--- src/rtl/aritmetica_pkg.sv ---
// ---------------------------------------------------------------------------
// aritmetica_pkg : shared word format defaults and range limits for the MAC
// Rev 1.0
// ---------------------------------------------------------------------------
`default_nettype none

package aritmetica_pkg;

  localparam int N_DEF = 25;
  localparam int F_DEF = 10;

  localparam logic signed [N_DEF-1:0] MAX_POS = {1'b0, {(N_DEF-1){1'b1}}};
  localparam logic signed [N_DEF-1:0] MAX_NEG = {1'b1, {(N_DEF-1){1'b0}}};

endpackage

`default_nettype wire

--- src/rtl/aritmetica_if.sv ---
// ---------------------------------------------------------------------------
// aritmetica_if : operand/result bundle of the MAC (master = source, slave = MAC)
// Rev 1.0
// ---------------------------------------------------------------------------
`default_nettype none

interface aritmetica_if import aritmetica_pkg::*; #(
  parameter int N = N_DEF
) ();

  logic                in_valid;
  logic signed [N-1:0] Constantes_G;
  logic signed [N-1:0] Multip_G;
  logic signed [N-1:0] Entrada_G;
  logic                out_valid;
  logic signed [N-1:0] Valores;

  modport master (
    output in_valid, Constantes_G, Multip_G, Entrada_G,
    input  out_valid, Valores
  );

  modport slave (
    input  in_valid, Constantes_G, Multip_G, Entrada_G,
    output out_valid, Valores
  );

endinterface

`default_nettype wire

--- src/rtl/aritmetica_mac_fx_sat.sv ---
// ---------------------------------------------------------------------------
// fx_sat : reduces a 2N+1-bit sum to N bits; clamps when ARITMETICA_SAT_EN
//          is defined, otherwise keeps the low N bits (wrap)
// Rev 1.0
// ---------------------------------------------------------------------------
`default_nettype none

module fx_sat import aritmetica_pkg::*; #(
  parameter int N = N_DEF
) (
  input  logic signed [2*N:0] din,
  output logic signed [N-1:0] dout
);

`ifdef ARITMETICA_SAT_EN
  localparam bit SAT_EN = 1'b1;
`else
  localparam bit SAT_EN = 1'b0;
`endif

  localparam logic signed [N-1:0] C_MAX_POS = {1'b0, {(N-1){1'b1}}};
  localparam logic signed [N-1:0] C_MAX_NEG = {1'b1, {(N-1){1'b0}}};
  localparam logic signed [2*N:0] C_HI      = {{(N+1){1'b0}}, C_MAX_POS};
  localparam logic signed [2*N:0] C_LO      = {{(N+1){1'b1}}, C_MAX_NEG};

  logic ovf_hi;
  logic ovf_lo;

  always_comb begin
    ovf_hi = (din > C_HI);
    ovf_lo = (din < C_LO);
    dout   = din[N-1:0];
    if (SAT_EN && ovf_hi) begin
      dout = C_MAX_POS;
    end else if (SAT_EN && ovf_lo) begin
      dout = C_MAX_NEG;
    end
  end

endmodule

`default_nettype wire

--- src/rtl/aritmetica_mac.sv ---
// ---------------------------------------------------------------------------
// aritmetica_mac : two-stage fixed-point MAC, Valores = (C*M >>> F) + E
//                  overflow mode selected by ARITMETICA_SAT_EN (see fx_sat)
// Rev 1.0
// ---------------------------------------------------------------------------
`default_nettype none

module aritmetica_mac import aritmetica_pkg::*; #(
  parameter int N = N_DEF,
  parameter int F = F_DEF
) (
  input  logic        clk,
  input  logic        rst_n,
  aritmetica_if.slave bus
);

  logic                  v1_q, v1_d;
  logic                  v2_q, v2_d;
  logic signed [2*N-1:0] prod_q, prod_d;
  logic signed [N-1:0]   add_q, add_d;
  logic signed [N-1:0]   valores_q, valores_d;

  logic signed [2*N-1:0] c_ext;
  logic signed [2*N-1:0] m_ext;
  logic signed [2*N-1:0] shifted;
  logic signed [2*N:0]   sum;
  logic signed [N-1:0]   reduced;

  // Stage 1: operands sign-extended so the low 2N bits hold the exact product
  always_comb begin
    c_ext  = {{N{bus.Constantes_G[N-1]}}, bus.Constantes_G};
    m_ext  = {{N{bus.Multip_G[N-1]}}, bus.Multip_G};
    v1_d   = bus.in_valid;
    prod_d = prod_q;
    add_d  = add_q;
    if (bus.in_valid) begin
      prod_d = c_ext * m_ext;
      add_d  = bus.Entrada_G;
    end
  end

  // Stage 2 datapath: floor shift, then a sum one bit wider than the product
  always_comb begin
    shifted = prod_q >>> F;
    sum     = {shifted[2*N-1], shifted} + {{(N+1){add_q[N-1]}}, add_q};
  end

  fx_sat #(.N(N)) u_fx_sat (
    .din  (sum),
    .dout (reduced)
  );

  always_comb begin
    v2_d      = v1_q;
    valores_d = v1_q ? reduced : valores_q;
  end

  always_ff @(posedge clk or negedge rst_n) begin
    if (!rst_n) begin
      v1_q      <= 1'b0;
      v2_q      <= 1'b0;
      prod_q    <= '0;
      add_q     <= '0;
      valores_q <= '0;
    end else begin
      v1_q      <= v1_d;
      v2_q      <= v2_d;
      prod_q    <= prod_d;
      add_q     <= add_d;
      valores_q <= valores_d;
    end
  end

  assign bus.out_valid = v2_q;
  assign bus.Valores   = valores_q;

endmodule

`default_nettype wire

--- src/flat_wrapper.sv ---
// flat-port wrapper written by rule: the top's interface ports become plain ports
module aritmetica_mac_flat import aritmetica_pkg::*;
#(
  parameter int N = N_DEF,
  parameter int F = F_DEF
)
  (clk, rst_n, bus_in_valid, bus_Constantes_G, bus_Multip_G, bus_Entrada_G, bus_out_valid, bus_Valores);
  aritmetica_if #(.N(N)) bus_i ();
  input  logic clk;
  input  logic rst_n;
  input wire logic [$bits(bus_i.in_valid)-1:0] bus_in_valid;
  input wire logic [$bits(bus_i.Constantes_G)-1:0] bus_Constantes_G;
  input wire logic [$bits(bus_i.Multip_G)-1:0] bus_Multip_G;
  input wire logic [$bits(bus_i.Entrada_G)-1:0] bus_Entrada_G;
  output wire logic [$bits(bus_i.out_valid)-1:0] bus_out_valid;
  output wire logic [$bits(bus_i.Valores)-1:0] bus_Valores;
  assign bus_i.in_valid = bus_in_valid;
  assign bus_i.Constantes_G = bus_Constantes_G;
  assign bus_i.Multip_G = bus_Multip_G;
  assign bus_i.Entrada_G = bus_Entrada_G;
  assign bus_out_valid = bus_i.out_valid;
  assign bus_Valores = bus_i.Valores;
  aritmetica_mac #(.N(N), .F(F)) u_core (.clk(clk), .rst_n(rst_n), .bus(bus_i));
endmodule
--- config.mk ---
export PLATFORM = sky130hd
export DESIGN_NAME = aritmetica_mac_flat
export DESIGN_NICKNAME = d
export VERILOG_FILES = /design/src/rtl/aritmetica_pkg.sv /design/src/rtl/aritmetica_if.sv /design/src/rtl/aritmetica_mac_fx_sat.sv /design/src/rtl/aritmetica_mac.sv /design/src/flat_wrapper.sv
export SDC_FILE = /design/constraint.sdc
export NUM_CORES = 1
export LEC_CHECK = 0
export BUFFER_PORTS_ARGS = -buffer_cell sky130_fd_sc_hd__buf_2
export CORE_MARGIN = 1
export CORE_UTILIZATION = 55
export DETAILED_ROUTE_END_ITERATION = 6
export PLACE_DENSITY = 0.82
export SYNTH_ARGS = -nofsm -noshare
export SYNTH_HDL_FRONTEND = slang
export SYNTH_SLANG_ARGS = --single-unit
--- constraint.sdc ---
create_clock -name clk -period 4.3 [get_ports clk]
set_input_delay 0.43 -clock clk [delete_from_list [all_inputs] [get_ports clk]]
set_output_delay 0.43 -clock clk [all_outputs]
set_load 0.005 [all_outputs]
==> results.toml <==
[setup_path]
critPathBufInv = 6
crit_family = "adder cells"
cp_slowest_cell = "fa_2"
worstPathArrival_ns = 6.28
critical_path_required_ns = 4.54
cpMostUsedCell = "fa_1"
endpoint_kind = "flop"
crit_chain = "buf_4, buf_4, and2_1, fa_1, inv_1, fa_1, inv_1, fa_1, fa_2, fa_1, fa_1, inv_1, fa_1, inv_1, ha_4, and3_4, a211o_1, a21o_1, o311a_1, o21a_1, o31ai_1"
critPathKind = "primary input to flop"
path_max_fanout = 6
start_kind = "primary input"
max_stage_delay_ns = 0.58

[clock_tree]
clk_pin_slew_ns = 0.06
clock-sinks = 77
cts_root_buf = "clkbuf_16"
clockBufferDepth = 2
clk_latency_ns = 0.34
cts_tree = "done"
cts_inserted_buffers = 9
htree_levels = 3

[drt]
dr.pass1.iters = 5
drtIter0Drc = 1077
wl_per_cell_um = 19.2
via_per_inst = 5.43
antenna_left = 0
finalWirelength_um = 57800
drc = 0
vias = 16363

[cells_and_area]
nets = 3179
final_common_cell = "inv_1"
finish.instance_area_um2 = 25400
mostFrequentLayoutCells = "502 x inv_1, 408 x fa_1, 254 x nand2_1"
area_growth_syn_to_layout_pct = 22.4
drive_gt1_share_pct = 26.4
final_core_util_pct = 69.0
antenna_cells = 0

[timing]
min_period_ns = 6.04
timing.final.ws_setup_ns = -1.74
period_share_pct = 140
hold_violations = 0
max_freq_mhz = 166
tightest_slew_ns = 0.940
rsz0062_at_grt = "true"
slew_violations = 0
slew_headroom_pct = 37.3
skew_ns = 0.00557
setup_violations = 25

[floorplanning]
fp.dieW_um = 196
start_util_pct = 56.4
coreArea_um2 = 36900
pin_count = 104
num_rows = 70
die_area_um2 = 38600
die_h_um = 196

[synthesis]
yosysUniqueCellTypes = 64
synth-edff-count = 0
synthArstFlopShare_pct = 100
synthCells = 2237
ys_seq_area_share_pct = 9.27
syn_nets = 2912
synth_flop_cell = "dfrtp_1"
avgSynthCellArea_um2 = 9.29
ys_warn_count = 0
syn-cell-area_um2 = 20800
ys_ff_latch = 77

[grt]
antenna_found_initial = 0
grt_pass1_vias = 17673
grt_max_degree = 78
grt_remaining_overflow = 0
grt_pass1_wl_um = 90300
grt_usage_pct = 30.0

[placed_design]
place_area_um2 = 23600
gp_congestion = 0.938
dp.final_hpwl_um = 46000
io_buffers = 103

[outcome]
status = "finished with violations"
violations = "negative setup slack"

[min_path]
worstHoldPathType = "primary input to asynchronous set/reset pin"

[flow_run]
drv_cap = 0
## cell type report
cell class	count	area, um^2
flip-flops and latches	77	1930
well taps	504	631
inverters	549	2060
multi-input cells	1509	17400
repair buffers	358	3080
clock inverters	4	95.1
fillers	2456	11400
clock buffers	12	246
## cells by family after synthesis
| logic type | synth area share (%) |
|---|---|
| compound gates | 5.14 |
| xor+xnor | 2.95 |
| fa+ha+maj | 52.2 |
| buf+inv | 11.8 |
| flops | 9.27 |
| mux | 3.03 |
| simple gates | 15.6 |
## sequential cells by signal (all words and copies together), names as in the netlist
| name | count |
|---|---|
| u_core.add_q | 25 |
| u_core.v1_q | 1 |
| u_core.prod_q | 25 |
| u_core.bus.out_valid | 1 |
| u_core.bus.Valores | 25 |
## cell usage after synthesis, types with 2 or more instances
library cell  instances  area [um^2]
inv_1               549         2060
fa_1                451         9030
and2_1              278         1740
nand2_1             268         1010
ha_1                146         1830
clkbuf_1             96          360
dfrtp_1              77         1930
mux2_2               56          631
xnor2_1              53          464
a21oi_1              35          175
nor2_1               25         93.8
o21ai_0              20          100
a21o_1               18          135
xor2_1               17          149
o21a_1               11         82.6
nor3_1               10         50.1
nand3_1               9         45.0
nor2b_1               9         56.3
o31ai_1               9         67.6
nand4_1               8         50.1
nand2b_1              7         43.8
o21ai_1               7         35.0
o21bai_1              6         45.0
or3_1                 5         31.3
a211oi_1              4         30.0
and3_1                4         25.0
buf_1                 4         15.0
nor4_1                4         25.0
a211o_1               3         26.3
a21boi_0              3         22.5
a41oi_1               3         26.3
o211ai_1              3         22.5
a21oi_2               2         17.5
a311oi_1              2         17.5
a31oi_1               2         12.5
nor3b_1               2         15.0
o2bb2ai_1             2         17.5
o311a_1               2         20.0
o311ai_0              2         17.5
## routing by layer
layer	part of all wire [%]	global-route usage, %	vias to the layer above
li1	-	-	7122
met1	39	39.1	8241
met2	47	48.7	863
met3	11	8.78	137
met4	2.9	8.77	0
met5	0	0	-
## worst paths after layout
path                                   startpoint                     end  slack (ns)  cells after the start
hold / removal                              rst_n         u_core.add_q[1]        0.23                      1
setup reg to reg                u_core.prod_q[10]  u_core.bus.Valores[24]        1.26                     11
min in group clk                 bus_Entrada_G[1]         u_core.add_q[1]        0.30                      3
setup / recovery                 bus_Multip_G[14]       u_core.prod_q[32]       -1.74                     21
max in group asynchronous                   rst_n       u_core.prod_q[30]        3.46                      1
hold reg to reg            u_core.bus.Valores[16]  u_core.bus.Valores[16]        0.48                      2
## metrics by stage
stage	setup TNS [ns]	hold slack [ns]	instances	setup WS [ns]
floorplan	-32.95	0.134	2237	-1.77
global placement	-44.46	0.458	2949	-2.05
detailed placement	-47.94	0.466	2949	-2.22
CTS	-34.18	0.264	2993	-1.63
global route	-38.22	0.309	3013	-1.88
finish	-35.21	0.232	3013	-1.74
## what timing repair did
item,in CTS,in global routing
gates resized for setup,222,113
setup endpoints to repair,25,25
pin swaps,107,63
hold buffers,0,0
gates cloned,1,2
hold endpoints to repair,0,0
setup buffers,27,21
Power is left out: the tool's default activity adds up to more than one toggle a clock period on the data nets, which glitch-free logic cannot reach.
